==> config.mk <==
export PLATFORM = sky130hd
export DESIGN_NAME = alu_sequencer_flat
export DESIGN_NICKNAME = d
export VERILOG_FILES = /design/src/rtl/alu_sequencer_pkg.sv /design/src/rtl/alu_sequencer_if.sv /design/src/rtl/alu_sequencer_cond_eval.sv /design/src/rtl/alu_sequencer.sv /design/src/flat_wrapper.sv
export SDC_FILE = /design/constraint.sdc
export NUM_CORES = 1
export LEC_CHECK = 0
export ABC_AREA = 1
export BUFFER_PORTS_ARGS = -buffer_cell sky130_fd_sc_hd__buf_2
export CORE_MARGIN = 4
export CORE_UTILIZATION = 40
export DETAILED_ROUTE_END_ITERATION = 12
export PLACE_DENSITY = 0.76
export SYNTH_ARGS = -nofsm -noshare
export SYNTH_HDL_FRONTEND = slang
export SYNTH_SLANG_ARGS = --single-unit
==> constraint.sdc <==
create_clock -name clk -period 1.3 [get_ports clk]
set_input_delay 0.195 -clock clk [delete_from_list [all_inputs] [get_ports clk]]
set_output_delay 0.195 -clock clk [all_outputs]
set_load 0.1 [all_outputs]
==> src/rtl/alu_sequencer_pkg.sv <==
// alu_sequencer_pkg: shared ALU opcodes, NZCV bit indices, condition-code and sequencer state enums
package alu_sequencer_pkg;
  localparam logic [3:0] OP_ADD  = 4'd0;
  localparam logic [3:0] OP_SUB  = 4'd1;
  localparam logic [3:0] OP_AND  = 4'd2;
  localparam logic [3:0] OP_OR   = 4'd3;
  localparam logic [3:0] OP_XOR  = 4'd4;
  localparam logic [3:0] OP_NOR  = 4'd5;
  localparam logic [3:0] OP_SLL  = 4'd6;
  localparam logic [3:0] OP_SRL  = 4'd7;
  localparam logic [3:0] OP_SRA  = 4'd8;
  localparam logic [3:0] OP_SLT  = 4'd9;
  localparam logic [3:0] OP_SLTU = 4'd10;
  localparam logic [3:0] OP_MAX  = 4'b1010;
  localparam int F_N = 3;
  localparam int F_Z = 2;
  localparam int F_C = 1;
  localparam int F_V = 0;
  typedef enum logic [3:0] {CC_EQ, CC_NE, CC_CS, CC_CC, CC_MI, CC_PL, CC_VS, CC_VC, CC_AL} cond_t;
  typedef enum logic [1:0] {S_IDLE, S_EXEC, S_HOLD} state_t;
endpackage

==> src/rtl/alu_sequencer_if.sv <==
// alu_sequencer_if: request/response valid-ready bundle; master = issuer/consumer, slave = sequencer
interface alu_sequencer_if #(parameter int WIDTH = 32, parameter int TAG_W = 4);
  logic             req_valid;
  logic             req_ready;
  logic [WIDTH-1:0] req_a;
  logic [WIDTH-1:0] req_b;
  logic [3:0]       req_op;
  logic             req_use_carry;
  logic             req_set_flags;
  logic [TAG_W-1:0] req_tag;
  logic             rsp_valid;
  logic             rsp_ready;
  logic [WIDTH-1:0] rsp_result;
  logic [3:0]       rsp_flags;
  logic             rsp_illegal;
  logic [TAG_W-1:0] rsp_tag;
  modport master (
    output req_valid, req_a, req_b, req_op, req_use_carry, req_set_flags, req_tag, rsp_ready,
    input  req_ready, rsp_valid, rsp_result, rsp_flags, rsp_illegal, rsp_tag
  );
  modport slave (
    input  req_valid, req_a, req_b, req_op, req_use_carry, req_set_flags, req_tag, rsp_ready,
    output req_ready, rsp_valid, rsp_result, rsp_flags, rsp_illegal, rsp_tag
  );
endinterface

==> src/rtl/alu_sequencer_cond_eval.sv <==
// alu_sequencer_cond_eval: cond (4) x flags {N,Z,C,V} (4) -> cond_true; EQ..AL, 9-15 false
module alu_sequencer_cond_eval
  import alu_sequencer_pkg::*;
(
  input  logic [3:0] cond,
  input  logic [3:0] flags,
  output logic       cond_true
);
  always_comb begin
    case (cond)
      CC_EQ:   cond_true = flags[F_Z];
      CC_NE:   cond_true = !flags[F_Z];
      CC_CS:   cond_true = flags[F_C];
      CC_CC:   cond_true = !flags[F_C];
      CC_MI:   cond_true = flags[F_N];
      CC_PL:   cond_true = !flags[F_N];
      CC_VS:   cond_true = flags[F_V];
      CC_VC:   cond_true = !flags[F_V];
      CC_AL:   cond_true = 1'b1;
      default: cond_true = 1'b0;
    endcase
  end
endmodule

==> src/rtl/alu_sequencer.sv <==
// alu_sequencer: clk/rst, bus (req/rsp handshakes), alu_* drive/capture, flags_q NZCV, cond -> cond_true
module alu_sequencer
  import alu_sequencer_pkg::*;
#(
  parameter int WIDTH = 32,
  parameter int TAG_W = 4
) (
  input  logic             clk,
  input  logic             rst,
  alu_sequencer_if.slave   bus,
  output logic [WIDTH-1:0] alu_a,
  output logic [WIDTH-1:0] alu_b,
  output logic [3:0]       alu_op,
  output logic             alu_cin,
  input  logic [WIDTH-1:0] alu_result,
  input  logic             alu_z,
  input  logic             alu_c,
  input  logic             alu_v,
  input  logic             alu_n,
  output logic [3:0]       flags_q,
  input  logic [3:0]       cond,
  output logic             cond_true
);
  state_t           state_q, state_d;
  logic [WIDTH-1:0] a_q, a_d, b_q, b_d, res_q, res_d;
  logic [3:0]       op_q, op_d, rflags_q, rflags_d, flags_d;
  logic             uc_q, uc_d, sf_q, sf_d, ill_q, ill_d;
  logic [TAG_W-1:0] tag_q, tag_d, rtag_q, rtag_d;
  logic             exec, hold_done, acc;
  assign exec = state_q == S_EXEC;
  assign hold_done = state_q == S_HOLD && bus.rsp_ready;
  assign bus.req_ready = state_q == S_IDLE || hold_done;
  assign acc = bus.req_valid && bus.req_ready;
  assign bus.rsp_valid = state_q == S_HOLD;
  assign bus.rsp_result = res_q;
  assign bus.rsp_flags = rflags_q;
  assign bus.rsp_illegal = ill_q;
  assign bus.rsp_tag = rtag_q;
  assign alu_a = a_q;
  assign alu_b = b_q;
  assign alu_op = op_q;
  assign alu_cin = exec && uc_q && flags_q[F_C];
  always_comb begin
    state_d = exec ? S_HOLD : acc ? S_EXEC : hold_done ? S_IDLE : state_q;
    a_d = acc ? bus.req_a : a_q;
    b_d = acc ? bus.req_b : b_q;
    op_d = acc ? bus.req_op : op_q;
    uc_d = acc ? bus.req_use_carry : uc_q;
    sf_d = acc ? bus.req_set_flags : sf_q;
    tag_d = acc ? bus.req_tag : tag_q;
    res_d = exec ? alu_result : res_q;
    rflags_d = exec ? {alu_n, alu_z, alu_c, alu_v} : rflags_q;
    ill_d = exec ? op_q > OP_MAX : ill_q;
    rtag_d = exec ? tag_q : rtag_q;
    flags_d = exec && sf_q ? {alu_n, alu_z, alu_c, alu_v} : flags_q;
  end
  always_ff @(posedge clk) begin
    if (rst) begin
      state_q <= S_IDLE;
      a_q <= '0;
      b_q <= '0;
      op_q <= '0;
      uc_q <= 1'b0;
      sf_q <= 1'b0;
      tag_q <= '0;
      res_q <= '0;
      rflags_q <= '0;
      ill_q <= 1'b0;
      rtag_q <= '0;
      flags_q <= '0;
    end else begin
      state_q <= state_d;
      a_q <= a_d;
      b_q <= b_d;
      op_q <= op_d;
      uc_q <= uc_d;
      sf_q <= sf_d;
      tag_q <= tag_d;
      res_q <= res_d;
      rflags_q <= rflags_d;
      ill_q <= ill_d;
      rtag_q <= rtag_d;
      flags_q <= flags_d;
    end
  end
  alu_sequencer_cond_eval u_cond (
    .cond      (cond),
    .flags     (flags_q),
    .cond_true (cond_true)
  );
endmodule

==> src/flat_wrapper.sv <==
// flat-port wrapper written by rule: the top's interface ports become plain ports
module alu_sequencer_flat import alu_sequencer_pkg::*;
#(
  parameter int WIDTH = 32,
  parameter int TAG_W = 4
)
  (clk, rst, alu_a, alu_b, alu_op, alu_cin, alu_result, alu_z, alu_c, alu_v, alu_n, flags_q, cond, cond_true, bus_req_valid, bus_req_a, bus_req_b, bus_req_op, bus_req_use_carry, bus_req_set_flags, bus_req_tag, bus_rsp_ready, bus_req_ready, bus_rsp_valid, bus_rsp_result, bus_rsp_flags, bus_rsp_illegal, bus_rsp_tag);
  alu_sequencer_if #(.WIDTH(WIDTH), .TAG_W(TAG_W)) bus_i ();
  input  logic clk;
  input  logic rst;
  output logic [WIDTH-1:0] alu_a;
  output logic [WIDTH-1:0] alu_b;
  output logic [3:0] alu_op;
  output logic alu_cin;
  input  logic [WIDTH-1:0] alu_result;
  input  logic alu_z;
  input  logic alu_c;
  input  logic alu_v;
  input  logic alu_n;
  output logic [3:0] flags_q;
  input  logic [3:0] cond;
  output logic cond_true;
  input wire logic [$bits(bus_i.req_valid)-1:0] bus_req_valid;
  input wire logic [$bits(bus_i.req_a)-1:0] bus_req_a;
  input wire logic [$bits(bus_i.req_b)-1:0] bus_req_b;
  input wire logic [$bits(bus_i.req_op)-1:0] bus_req_op;
  input wire logic [$bits(bus_i.req_use_carry)-1:0] bus_req_use_carry;
  input wire logic [$bits(bus_i.req_set_flags)-1:0] bus_req_set_flags;
  input wire logic [$bits(bus_i.req_tag)-1:0] bus_req_tag;
  input wire logic [$bits(bus_i.rsp_ready)-1:0] bus_rsp_ready;
  output wire logic [$bits(bus_i.req_ready)-1:0] bus_req_ready;
  output wire logic [$bits(bus_i.rsp_valid)-1:0] bus_rsp_valid;
  output wire logic [$bits(bus_i.rsp_result)-1:0] bus_rsp_result;
  output wire logic [$bits(bus_i.rsp_flags)-1:0] bus_rsp_flags;
  output wire logic [$bits(bus_i.rsp_illegal)-1:0] bus_rsp_illegal;
  output wire logic [$bits(bus_i.rsp_tag)-1:0] bus_rsp_tag;
  assign bus_i.req_valid = bus_req_valid;
  assign bus_i.req_a = bus_req_a;
  assign bus_i.req_b = bus_req_b;
  assign bus_i.req_op = bus_req_op;
  assign bus_i.req_use_carry = bus_req_use_carry;
  assign bus_i.req_set_flags = bus_req_set_flags;
  assign bus_i.req_tag = bus_req_tag;
  assign bus_i.rsp_ready = bus_rsp_ready;
  assign bus_req_ready = bus_i.req_ready;
  assign bus_rsp_valid = bus_i.rsp_valid;
  assign bus_rsp_result = bus_i.rsp_result;
  assign bus_rsp_flags = bus_i.rsp_flags;
  assign bus_rsp_illegal = bus_i.rsp_illegal;
  assign bus_rsp_tag = bus_i.rsp_tag;
  alu_sequencer #(.WIDTH(WIDTH), .TAG_W(TAG_W)) u_core (.clk(clk), .rst(rst), .bus(bus_i), .alu_a(alu_a), .alu_b(alu_b), .alu_op(alu_op), .alu_cin(alu_cin), .alu_result(alu_result), .alu_z(alu_z), .alu_c(alu_c), .alu_v(alu_v), .alu_n(alu_n), .flags_q(flags_q), .cond(cond), .cond_true(cond_true));
endmodule
==> flow_metrics.py <==
metrics = {
    "logic_synthesis": {
        "ys_ff_latch": 121,
        "postSynthCellCount": 560,
        "syn-num-nets": 678,
        "async_flop_share_pct": 0,
        "synthesis.area_um2": 4441,
        "synthDistinctLibCells": 19,
        "synth_edf_count": 0,
        "synth_flop_cell": "dfxtp_1",
        "yosys_warnings": 0,
        "ys_seq_area_share_pct": 54.55,
        "avgSynthCellArea_um2": 7.929,
    },
    "clock_network": {
        "worstSkewPairLatency_ps": 550,
        "clockBufferDepth": 2,
        "h-tree-depth": 4,
        "cts_tree": "yes",
        "root_buffer": "clkbuf_8",
        "cts_buffers": 17,
        "clk_pin_slew_ps": 70,
        "numClockSinks": 121,
    },
    "final_layout": {
        "stdcell_area_um2": 10500,
        "final_cell_mix": "buf_12, buf_2, dlygate4sd3_1, dfxtp_2, nor2_1",
        "final_util_pct": 96.81,
        "drive_above_1_share_pct": 59.04,
        "areaGrowthSynthToFinish_pct": 136.3,
        "nNetsFinal": 1045,
        "final_common_cell": "buf_12",
        "fillers": 193,
        "layout.cells.non_filler": 1082,
    },
    "setup_path": {
        "slowest_delay_ps": 370,
        "r2r-end": "u_core.alu_a[26]$_SDFFE_PP0P_",
        "r2r-start": "u_core.state_q[0]$_SDFFE_PP0P_",
        "crit_chain": "inv_2, nand3_2, nand2_2, nor2_4, nand3_4, buf_12",
        "endpoint_kind": "output pin",
        "crit_type": "flip-flop to output pin",
        "required_ps": 1110,
        "crit_cells": 6,
        "r2r_slack_ps": -440,
        "cp_max_fo": 3,
        "startpoint_type": "flip-flop",
        "arrival_ps": 1600,
        "slowest_stage": "dfxtp_4",
        "cp_num_buf_inv": 2,
        "r2r_cells": 11,
        "cp_top_family": "simple AND/OR/NAND/NOR gates",
    },
    "drt": {
        "antenna_left": 0,
        "vias": 7066,
        "avgRoutedWirePerCell_um": 31.65,
        "dr.pass1.iters": 11,
        "route.final.wire_length_um": 34240,
        "drt_iter0_drc": 1288,
        "drt-vias-per-instance": 6.530,
        "drc": 0,
    },
    "floorplan": {
        "die_area_um2": 12850,
        "rows": 38,
        "core_um2": 10840,
        "ioPinCount": 235,
        "fp.dieW_um": 113.4,
        "fp.dieH_um": 113.4,
        "initial_core_util_pct": 40.96,
    },
    "hold_path": {
        "min_path_cells": 3,
        "min_to": "u_core.alu_b[5]$_SDFFE_PP0P_",
        "holdCritStartpoint": "rst",
        "holdCritPathClass": "input port to flip-flop",
    },
    "placed_design": {
        "routabilityCongestion": 0.7839,
        "io_buffers": 234,
        "placed_area_um2": 6122,
        "dp_hpwl_um": 9359,
        "dp.cells": 909,
    },
    "grt": {
        "grt_overflow_total": 0,
        "antenna_found_initial": 2,
        "grt_pass1_wl_um": 34600,
        "grt.total_usage_pct": 35.03,
        "grt_pass1_vias": 6240,
        "grt_max_degree": 70,
    },
    "timing": {
        "tns_ps": -20270,
        "setup_ws_ps": -499.7,
        "rsz0062_at_grt": "yes",
        "period_needed_ps": 1800,
        "setup_viol": 126,
        "fin_skew_ps": 22.40,
        "hold_viol": 0,
        "max_slew.worst_pin.slew_ps": 468.4,
        "fin_crit_sh_pct": 138.4,
        "fmax_mhz": 555.7,
        "slew_headroom_pct": 68.77,
        "report.final.slew_viol_count": 0,
    },
    "pwr": {
        "power.internal_mw": 9.326,
        "power_mw": 15.77,
        "p_sw_share_pct": 40.88,
        "irDropWorstVdd_uv": 1343,
        "p_seq_share_pct": 28.9,
        "p_leak_nw": 4.390,
        "p_per_area_nw_per_um2": 1503,
        "p_clk_share_pct": 31.1,
        "switchingPower_mw": 6.449,
        "combPwrFrac_pct": 40.0,
    },
    "status": {
        "violations": "negative setup slack",
        "status": "finished, violations left",
    },
    "run": {
        "max_cap_violations": 0,
    },
}
cells in the mapped netlist, types with 2 or more instances:
library cell	count	area share [%]
nand2_1	73	6.2
nand3_1	78	8.8
a21oi_1	83	9.4
nor2_1	81	6.8
buf_2	15	1.7
o21ai_1	4	0.45
clkbuf_1	14	1.2
inv_1	19	1.6
buf_4	13	2.2
o21ai_0	49	5.5
inv_2	2	0.17
buf_6	2	0.51
dfxtp_1	121	55
worst reg2reg max path: cells and delay by family, from the launching register on:
family / cells / cell delay, ps
compound gates: 2 / 370
buf+inv: 8 / 860
flops: 1 / 360
simple gates: 1 / 100
what timing repair did:
| action | CTS | global route |
|---|---|---|
| hold buffers | 110 | 0 |
| gates cloned | 1 | 8 |
| endpoints found under the hold margin | 113 | 0 |
| buffers inserted | 10 | 12 |
| setup endpoints to repair | 115 | 165 |
| pin swaps | 8 | 22 |
| gates resized for setup | 465 | 211 |
routing by layer:
layer / part of all wire, % / wire (µm) / GRT usage (%) / vias up
li1: - / - / - / 2600
met2: 44 / 15160 / 59.56 / 893
met1: 30 / 10380 / 35.92 / 3204
met3: 14 / 4773 / 13.32 / 369
met5: 0 / 0 / 0 / -
met4: 11 / 3937 / 22.84 / 0
cells by family after synthesis:
logic type	share of synthesized area [%]
compound gates	15.69
buf+inv	7.439
flops	54.55
simple gates	22.32
power groups by stage:
stage	combinational, mW	clock, mW	sequential [mW]
4_1_cts	5.16	4.60	4.42
6_report	6.31	4.90	4.57
5_1_grt	6.38	4.98	4.57
3_3_place_gp	3.97	0	4.29
2_1_floorplan	0.875	0	6.49
3_5_place_dp	3.99	0	4.30
registers in the layout (all words and copies together) (netlist names):
register and flops:
u_core.bus.rsp_flags 4, u_core.bus.rsp_illegal 1, u_core.alu_a 32, u_core.flags_q 4, u_core.uc_q 1, u_core.state_q 2
u_core.bus.rsp_tag 4, u_core.bus.rsp_result 32, u_core.alu_b 32, u_core.tag_q 4, u_core.sf_q 1, u_core.alu_op 4
final cells by class:
cell class / count / area, µm² / area share (%)
Tap cell: 140 / 175.2 / 1.669
Clock buffer: 26 / 520.5 / 4.959
Clock inverter: 6 / 57.56 / 0.5484
Inverter: 21 / 86.33 / 0.8226
Sequential cell: 121 / 2611 / 24.88
Multi-Input combinational cell: 373 / 2300 / 21.91
Antenna cell: 2 / 5.005 / 0.04769
Timing Repair Buffer: 393 / 4740 / 45.16
metrics by stage:
step / hold slack, ps / setup slack, ps
floorplan: 329.9 / -434.9
global placement: 420.5 / 71.51
detailed placement: 422.8 / 36.05
CTS: 154.0 / -416.7
global route: 212.7 / -561.0
finish: 219.4 / -499.7
worst max-delay path by stage:
| stage | from | to | slack (ps) |
|---|---|---|---|
| finish | u_core.flags_q[0]$_SDFFE_PP0P_ | cond_true | -500 |
| global route | u_core.flags_q[0]$_SDFFE_PP0P_ | cond_true | -560 |
| CTS | u_core.state_q[0]$_SDFFE_PP0P_ | alu_cin | -420 |
| global placement | cond[2] | cond_true | 70 |
| detailed placement | u_core.state_q[1]$_SDFFE_PP0P_ | u_core.tag_q[3]$_SDFFE_PP0P_ | 40 |
| floorplan | u_core.state_q[0]$_SDFFE_PP0P_ | alu_cin | -430 |
Note: power is estimated with default switching activity, not from simulation.
